<file path="src/rtl/im_loader_if.sv">
// ============================================================================
// im_loader_if : byte-stream input, IM write port and core-control bundle.
// Revision 1.0
// ============================================================================
`default_nettype none

interface im_loader_if;
  logic        start;
  logic [7:0]  byte_in;
  logic        byte_valid;
  logic        byte_ready;
  logic        im_we;
  logic [15:0] im_addr;
  logic [31:0] im_wdata;
  logic        cpu_rst_f;
  logic        busy;
  logic        done;
  logic        err;
  logic [15:0] words_ld;

  modport master (
    output start, byte_in, byte_valid,
    input  byte_ready, im_we, im_addr, im_wdata, cpu_rst_f, busy, done, err, words_ld
  );

  modport slave (
    input  start, byte_in, byte_valid,
    output byte_ready, im_we, im_addr, im_wdata, cpu_rst_f, busy, done, err, words_ld
  );
endinterface

`default_nettype wire

</file>
<file path="src/rtl/im_loader.sv">
// ============================================================================
// im_loader : packs a big-endian byte stream into IM words, holds the core in
//             reset until the whole image is written.  Revision 1.0
// ============================================================================
`default_nettype none

module im_loader #(
  parameter logic [15:0] BASE_ADDR = 16'h0000,
  parameter int          MAX_WORDS = 1024
) (
  input  wire logic   CLK,
  input  wire logic   RST_F,
  im_loader_if.slave  bus
);

  typedef enum logic [2:0] {
    S_IDLE   = 3'd0,
    S_CNT_HI = 3'd1,
    S_CNT_LO = 3'd2,
    S_DATA   = 3'd3,
    S_WRITE  = 3'd4,
    S_DONE   = 3'd5,
    S_ERR    = 3'd6
  } state_t;

  localparam logic [31:0] C_MAX_WORDS = 32'(MAX_WORDS);

  state_t      r_state;
  state_t      w_next;
  logic [15:0] r_count;
  logic [23:0] r_shift;
  logic [1:0]  r_bcnt;
  logic        r_byte_ready;
  logic        r_im_we;
  logic [15:0] r_im_addr;
  logic [31:0] r_im_wdata;
  logic        r_cpu_rst_f;
  logic        r_busy;
  logic        r_done;
  logic        r_err;
  logic [15:0] r_words_ld;

  logic        w_acc;
  logic        w_start;
  logic [15:0] w_count_full;
  logic [15:0] w_words_inc;
  logic        w_next_rdy;

  assign w_acc        = bus.byte_valid && r_byte_ready;
  assign w_count_full = {r_count[15:8], bus.byte_in};
  assign w_words_inc  = r_words_ld + 16'd1;
  assign w_start      = bus.start &&
                        ((r_state == S_IDLE) || (r_state == S_DONE) || (r_state == S_ERR));
  assign w_next_rdy   = (w_next == S_CNT_HI) || (w_next == S_CNT_LO) || (w_next == S_DATA);

  always_ff @(posedge CLK or negedge RST_F) begin
    if (!RST_F) begin
      r_state <= S_IDLE;
    end else begin
      r_state <= w_next;
    end
  end

  always_comb begin
    w_next = r_state;
    case (r_state)
      S_IDLE, S_DONE, S_ERR: begin
        if (bus.start) w_next = S_CNT_HI;
      end
      S_CNT_HI: begin
        if (w_acc) w_next = S_CNT_LO;
      end
      S_CNT_LO: begin
        if (w_acc) begin
          if (w_count_full == 16'd0)                     w_next = S_DONE;
          else if ({16'd0, w_count_full} > C_MAX_WORDS)  w_next = S_ERR;
          else                                           w_next = S_DATA;
        end
      end
      S_DATA: begin
        if (w_acc && (r_bcnt == 2'd3)) w_next = S_WRITE;
      end
      S_WRITE: begin
        w_next = (w_words_inc == r_count) ? S_DONE : S_DATA;
      end
      default: w_next = S_IDLE;
    endcase
  end

  // Status outputs are registered from the next state so they line up with it.
  always_ff @(posedge CLK or negedge RST_F) begin
    if (!RST_F) begin
      r_count      <= 16'd0;
      r_shift      <= 24'd0;
      r_bcnt       <= 2'd0;
      r_byte_ready <= 1'b0;
      r_im_we      <= 1'b0;
      r_im_addr    <= 16'd0;
      r_im_wdata   <= 32'd0;
      r_cpu_rst_f  <= 1'b0;
      r_busy       <= 1'b0;
      r_done       <= 1'b0;
      r_err        <= 1'b0;
      r_words_ld   <= 16'd0;
    end else begin
      r_byte_ready <= w_next_rdy;
      r_im_we      <= (w_next == S_WRITE);
      r_busy       <= w_next_rdy || (w_next == S_WRITE);
      r_done       <= (w_next == S_DONE);
      r_err        <= (w_next == S_ERR);
      r_cpu_rst_f  <= (w_next == S_DONE);

      if (w_start) begin
        r_words_ld <= 16'd0;
        r_bcnt     <= 2'd0;
      end

      if ((r_state == S_CNT_HI) && w_acc) r_count[15:8] <= bus.byte_in;
      if ((r_state == S_CNT_LO) && w_acc) r_count[7:0]  <= bus.byte_in;

      if ((r_state == S_DATA) && w_acc) begin
        r_bcnt  <= r_bcnt + 2'd1;
        r_shift <= {r_shift[15:0], bus.byte_in};
        if (r_bcnt == 2'd3) begin
          r_im_wdata <= {r_shift, bus.byte_in};
          r_im_addr  <= BASE_ADDR + r_words_ld;
        end
      end

      if (r_state == S_WRITE) begin
        r_words_ld <= w_words_inc;
        r_bcnt     <= 2'd0;
      end
    end
  end

  assign bus.byte_ready = r_byte_ready;
  assign bus.im_we      = r_im_we;
  assign bus.im_addr    = r_im_addr;
  assign bus.im_wdata   = r_im_wdata;
  assign bus.cpu_rst_f  = r_cpu_rst_f;
  assign bus.busy       = r_busy;
  assign bus.done       = r_done;
  assign bus.err        = r_err;
  assign bus.words_ld   = r_words_ld;

endmodule

`default_nettype wire

</file>
<file path="src/flat_wrapper.sv">
// flat-port wrapper written by rule: the top's interface ports become plain ports
module im_loader_flat 
#(
  parameter logic [15:0] BASE_ADDR = 16'h0000,
  parameter int          MAX_WORDS = 1024
)
  (CLK, RST_F, bus_start, bus_byte_in, bus_byte_valid, bus_byte_ready, bus_im_we, bus_im_addr, bus_im_wdata, bus_cpu_rst_f, bus_busy, bus_done, bus_err, bus_words_ld);
  im_loader_if bus_i ();
  input  wire logic CLK;
  input  wire logic RST_F;
  input wire logic [$bits(bus_i.start)-1:0] bus_start;
  input wire logic [$bits(bus_i.byte_in)-1:0] bus_byte_in;
  input wire logic [$bits(bus_i.byte_valid)-1:0] bus_byte_valid;
  output wire logic [$bits(bus_i.byte_ready)-1:0] bus_byte_ready;
  output wire logic [$bits(bus_i.im_we)-1:0] bus_im_we;
  output wire logic [$bits(bus_i.im_addr)-1:0] bus_im_addr;
  output wire logic [$bits(bus_i.im_wdata)-1:0] bus_im_wdata;
  output wire logic [$bits(bus_i.cpu_rst_f)-1:0] bus_cpu_rst_f;
  output wire logic [$bits(bus_i.busy)-1:0] bus_busy;
  output wire logic [$bits(bus_i.done)-1:0] bus_done;
  output wire logic [$bits(bus_i.err)-1:0] bus_err;
  output wire logic [$bits(bus_i.words_ld)-1:0] bus_words_ld;
  assign bus_i.start = bus_start;
  assign bus_i.byte_in = bus_byte_in;
  assign bus_i.byte_valid = bus_byte_valid;
  assign bus_byte_ready = bus_i.byte_ready;
  assign bus_im_we = bus_i.im_we;
  assign bus_im_addr = bus_i.im_addr;
  assign bus_im_wdata = bus_i.im_wdata;
  assign bus_cpu_rst_f = bus_i.cpu_rst_f;
  assign bus_busy = bus_i.busy;
  assign bus_done = bus_i.done;
  assign bus_err = bus_i.err;
  assign bus_words_ld = bus_i.words_ld;
  im_loader #(.BASE_ADDR(BASE_ADDR), .MAX_WORDS(MAX_WORDS)) u_core (.CLK(CLK), .RST_F(RST_F), .bus(bus_i));
endmodule
</file>
<file path="config.mk">
export PLATFORM = sky130hd
export DESIGN_NAME = im_loader_flat
export DESIGN_NICKNAME = d
export VERILOG_FILES = /design/src/rtl/im_loader_if.sv /design/src/rtl/im_loader.sv /design/src/flat_wrapper.sv
export SDC_FILE = /design/constraint.sdc
export NUM_CORES = 1
export LEC_CHECK = 0
export ABC_AREA = 1
export CAP_MARGIN = 20
export CORE_MARGIN = 2
export CORE_UTILIZATION = 40
export CTS_CLUSTER_SIZE = 12
export DETAILED_ROUTE_END_ITERATION = 8
export SLEW_MARGIN = 20
export SYNTH_ARGS = -nofsm -noshare
export SYNTH_HDL_FRONTEND = slang
export SYNTH_SLANG_ARGS = --single-unit
</file>
<file path="constraint.sdc">
create_clock -name CLK -period 2.5 [get_ports CLK]
set_clock_uncertainty 0.2 [all_clocks]
set_input_delay 0.5 -clock CLK [delete_from_list [all_inputs] [get_ports CLK]]
set_output_delay 0.5 -clock CLK [all_outputs]
set_load 0.01 [all_outputs]
</file>
==> summary.md <==
| Metric | Value |
|---|---|
| Flop pwr share | `0.373` |
| # fillers | `roughly 1,200` |
| Sw Share | `0.332` |
| Max Fclk | `440 MHz` |
| Hold Violations, Final | `0` |
| Max-slew headroom | `0.661` |
| DR WL/cell | `14.5 um` |
| Gate Count Post-Synth | `631` |
| Area of the core | `between 0.01 and 0.015 mm^2` |
| Setup-failing EPs final | `0` |
| Worst VDD drop | `between 0.5 and 0.6 mV` |
| Crit path DAT | `between 2000 and 2500 ps` |
| Largest net degree at the start of global routing | `between 60 and 70` |
| Vias per inst | `a little under 5` |
| Final HPWL from detailed placement | `9400 um` |
| Max-slew violations | `0` |
| Number of I/O pins | `82` |
| Placer Congestion | `between 0.9 and 1` |
| Total track usage | `0.200` |
| Slowest stage cell on the critical path | `dfrtp_1` |
| Crit path required time | `2600 ps` |
| Syn. warnings | `0` |
| Vias in the first global route | `approximately 4,500` |
| CTS tree | `yes` |
| Initial DRC Count | `roughly 280` |
| Chip width | `around 120 um` |
| Worst-margin pin slew | `a little over 500 ps` |
| CP Capture Type | `register` |
| Power per cell area | `between 1000 and 1500 mW/mm^2` |
| Clk_lat worst skew | `410 ps` |
| Cts bufs inserted | `17` |
| Place WS | `around 17 ps` |
| Final Cell Area | `0.00696 mm^2` |
| Kind of critical path | `register to register` |
| Max-cap violation count | `0` |
| Die height | `~120 um` |
| Ant. Diodes | `0` |
| # rows | `41` |
| CP peak stage delay | `~380 ps` |
| First-pass GRT wire length | `between 20,000 and 25,000 um` |
| Clk buf depth | `2` |
| H-Tree Depth | `4` |
| Status | `finished clean` |
| Synthesized area | `0.00522 mm^2` |
| Gr ovfl total | `0` |
| CP Launch Type | `register` |
| Fin crit share | `0.908` |
| Worst-path clk slew | `about 60 ps` |
| Register bit total from synthesis | `114` |
| Number of antenna violations at the first check in global routing | `0` |
| Worst setup margin | `around 230 ps` |
| Switching power of the nets | `~2600 uW` |
| Most used DFF post-synth | `dfrtp_1` |
| Initial Util | `0.412` |
| Vias | `4,520` |
| Commonest non-fill, non-tap cell in the layout | `nand2_1` |
| RSZ-0062 raised after global routing | `false` |
| Area grow syn2layout | `33.4%` |
| Final ANT Viol Nets | `0` |
| Power consumption | `about 7700 uW` |
| Number of clock sinks | `about 110` |
| DRC Markers | `0` |
| Clock power frac | `0.318` |
| Synth Net Count | `between 600 and 700` |
| Port Buf Inserts | `81` |
| Fraction of registers with async set/reset | `1.00` |
| Post-DP Area | `roughly 0.0063 mm^2` |
| Seq/Total Area, Yosys | `0.546` |
| Number of flops mapped to enable cells by yosys | `0` |
| Min cycle time layout | `between 2000 and 2500 ps` |
| Synthesized area per cell | `between 8 and 9 um^2` |
| Die area | `about 0.014 mm^2` |
| Logic pwr share | `0.309` |
| Share of cells above drive strength 1 | `0.108` |
| CP Max Fanout | `3` |
| Nets | `around 750` |
| P_leak | `around 0.0032 uW` |
| Internal Power | `approximately 5000 uW` |
| Pre-antenna DRT Iters | `5` |
| Worst-path cell chain | `ha_1 > or2_2 > nand3b_1 > nand2_1 > nor2_1 > nand3_1 > nor2_1 > nand2_1 > nor2_1 > nand3_1 > nand2_2 > inv_2 > nand2_2 > nand2_1` |
| Unique masters post-synth | `33` |
| Hold Crit Class | `register to register` |
| Commonest non-fill, non-tap cells in the layout | `188 x nand2_1, 114 x dfrtp_1, 96 x o21ai_0` |
| Clock Tree Root | `clkbuf_16` |
| WL final | `roughly 13,000 um` |
| Post-route setup TNS | `0 ps` |
==> layout make-up <==
cell class / instances / area [um^2] / area share
clock buffers: 19 / 443 / 0.0636
clock inverters: 13 / 161 / 0.0232
inverters: 81 / 304 / 0.0437
multi-input cells: 416 / 1970 / 0.282
flip-flops and latches: 114 / 2850 / 0.410
well taps: 172 / 215 / 0.0309
repair buffers: 104 / 1020 / 0.147
==> final timing paths <==
check | start | end | slack [ps] | cells past startpoint
worst max-delay path | u_core.bus.words_ld[0] | u_core.bus.busy | 230 | 14
min in group asynchronous | RST_F | u_core.bus.im_addr[3] | 400 | 2
worst min-delay path | u_core.r_shift[8] | u_core.r_shift[16] | 280 | 2
worst max register to register | u_core.bus.words_ld[0] | u_core.bus.busy | 230 | 14
worst min register to register | u_core.r_shift[8] | u_core.r_shift[16] | 280 | 2
max in group asynchronous | RST_F | u_core.bus.im_wdata[7] | 1010 | 3
==> sequential cells by signal (all words and copies together) (netlist names), 2 cells and up <==
name                 cells
u_core.bus.im_wdata     32
u_core.r_shift          24
u_core.bus.im_addr      16
u_core.bus.words_ld     16
u_core.r_count          16
u_core.r_state           3
u_core.r_bcnt            2
==> worst max-delay path, delay by kind of cell (launching register included) <==
family                     cells  cell delay [ps]
DFF                            1              380
adders and majority gates      1              240
and+or+nand+nor               12             1270
buffers and inverters          1               40
==> stage by stage <==
stage	hold slack, ps	utilization	cells
floorplan	4.41	-	631
global placement	265	0.499	885
detailed placement	270	0.499	885
CTS	284	0.547	918
global route	300	0.550	919
finish	277	0.550	919
==> Yosys cell counts, drive strengths merged (2+ instances only) <==
cell    instances  area, um^2
nor3            3        15.0
nand3b          4        33.8
o31ai           2        15.0
nand3          46         240
buf             6        53.8
o21ai         100         500
nand2         197         762
inv            80         300
o22ai           8        50.1
dfrtp         114        2850
ha              2        25.0
nand4          10        62.6
nor2           33         183
a21oi           4        20.0
clkbuf         14        52.6
==> layer usage <==
layer,track usage,wire (um)
met5,0,0
met4,0.100,328
met3,0.0507,770
met2,0.322,6230
met1,0.249,5950
==> cell families after synthesis <==
logic type                 count (synthesis)  synth area share
and+or+nand+nor                          296             0.252
buffers and inverters                    101            0.0786
xor gates and xnor gates                   2           0.00336
DFF                                      114             0.546
adders and majority gates                  2           0.00479
AOI/OAI and AO/OA                        116             0.115
==> what timing repair did <==
item / CTS / global route
setup buffers: 0 / 1
hold buffers: 1 / 0
setup endpoints to repair: 0 / 3
endpoints found under the hold margin: 36 / 0
resized for setup: 0 / 2
==> power groups by stage <==
| stage | combinational, uW | clock [uW] | sequential [uW] |
|---|---|---|---|
| finish | 2380 | 2440 | 2860 |
| global route | 2690 | 2570 | 2930 |
| CTS | 2400 | 2490 | 2860 |
| detailed placement | 2380 | 0 | 2880 |
| global placement | 2350 | 0 | 2860 |
| floorplan | 1220 | 0 | 2930 |
No activity file was read; power rests on OpenSTA's default activity.
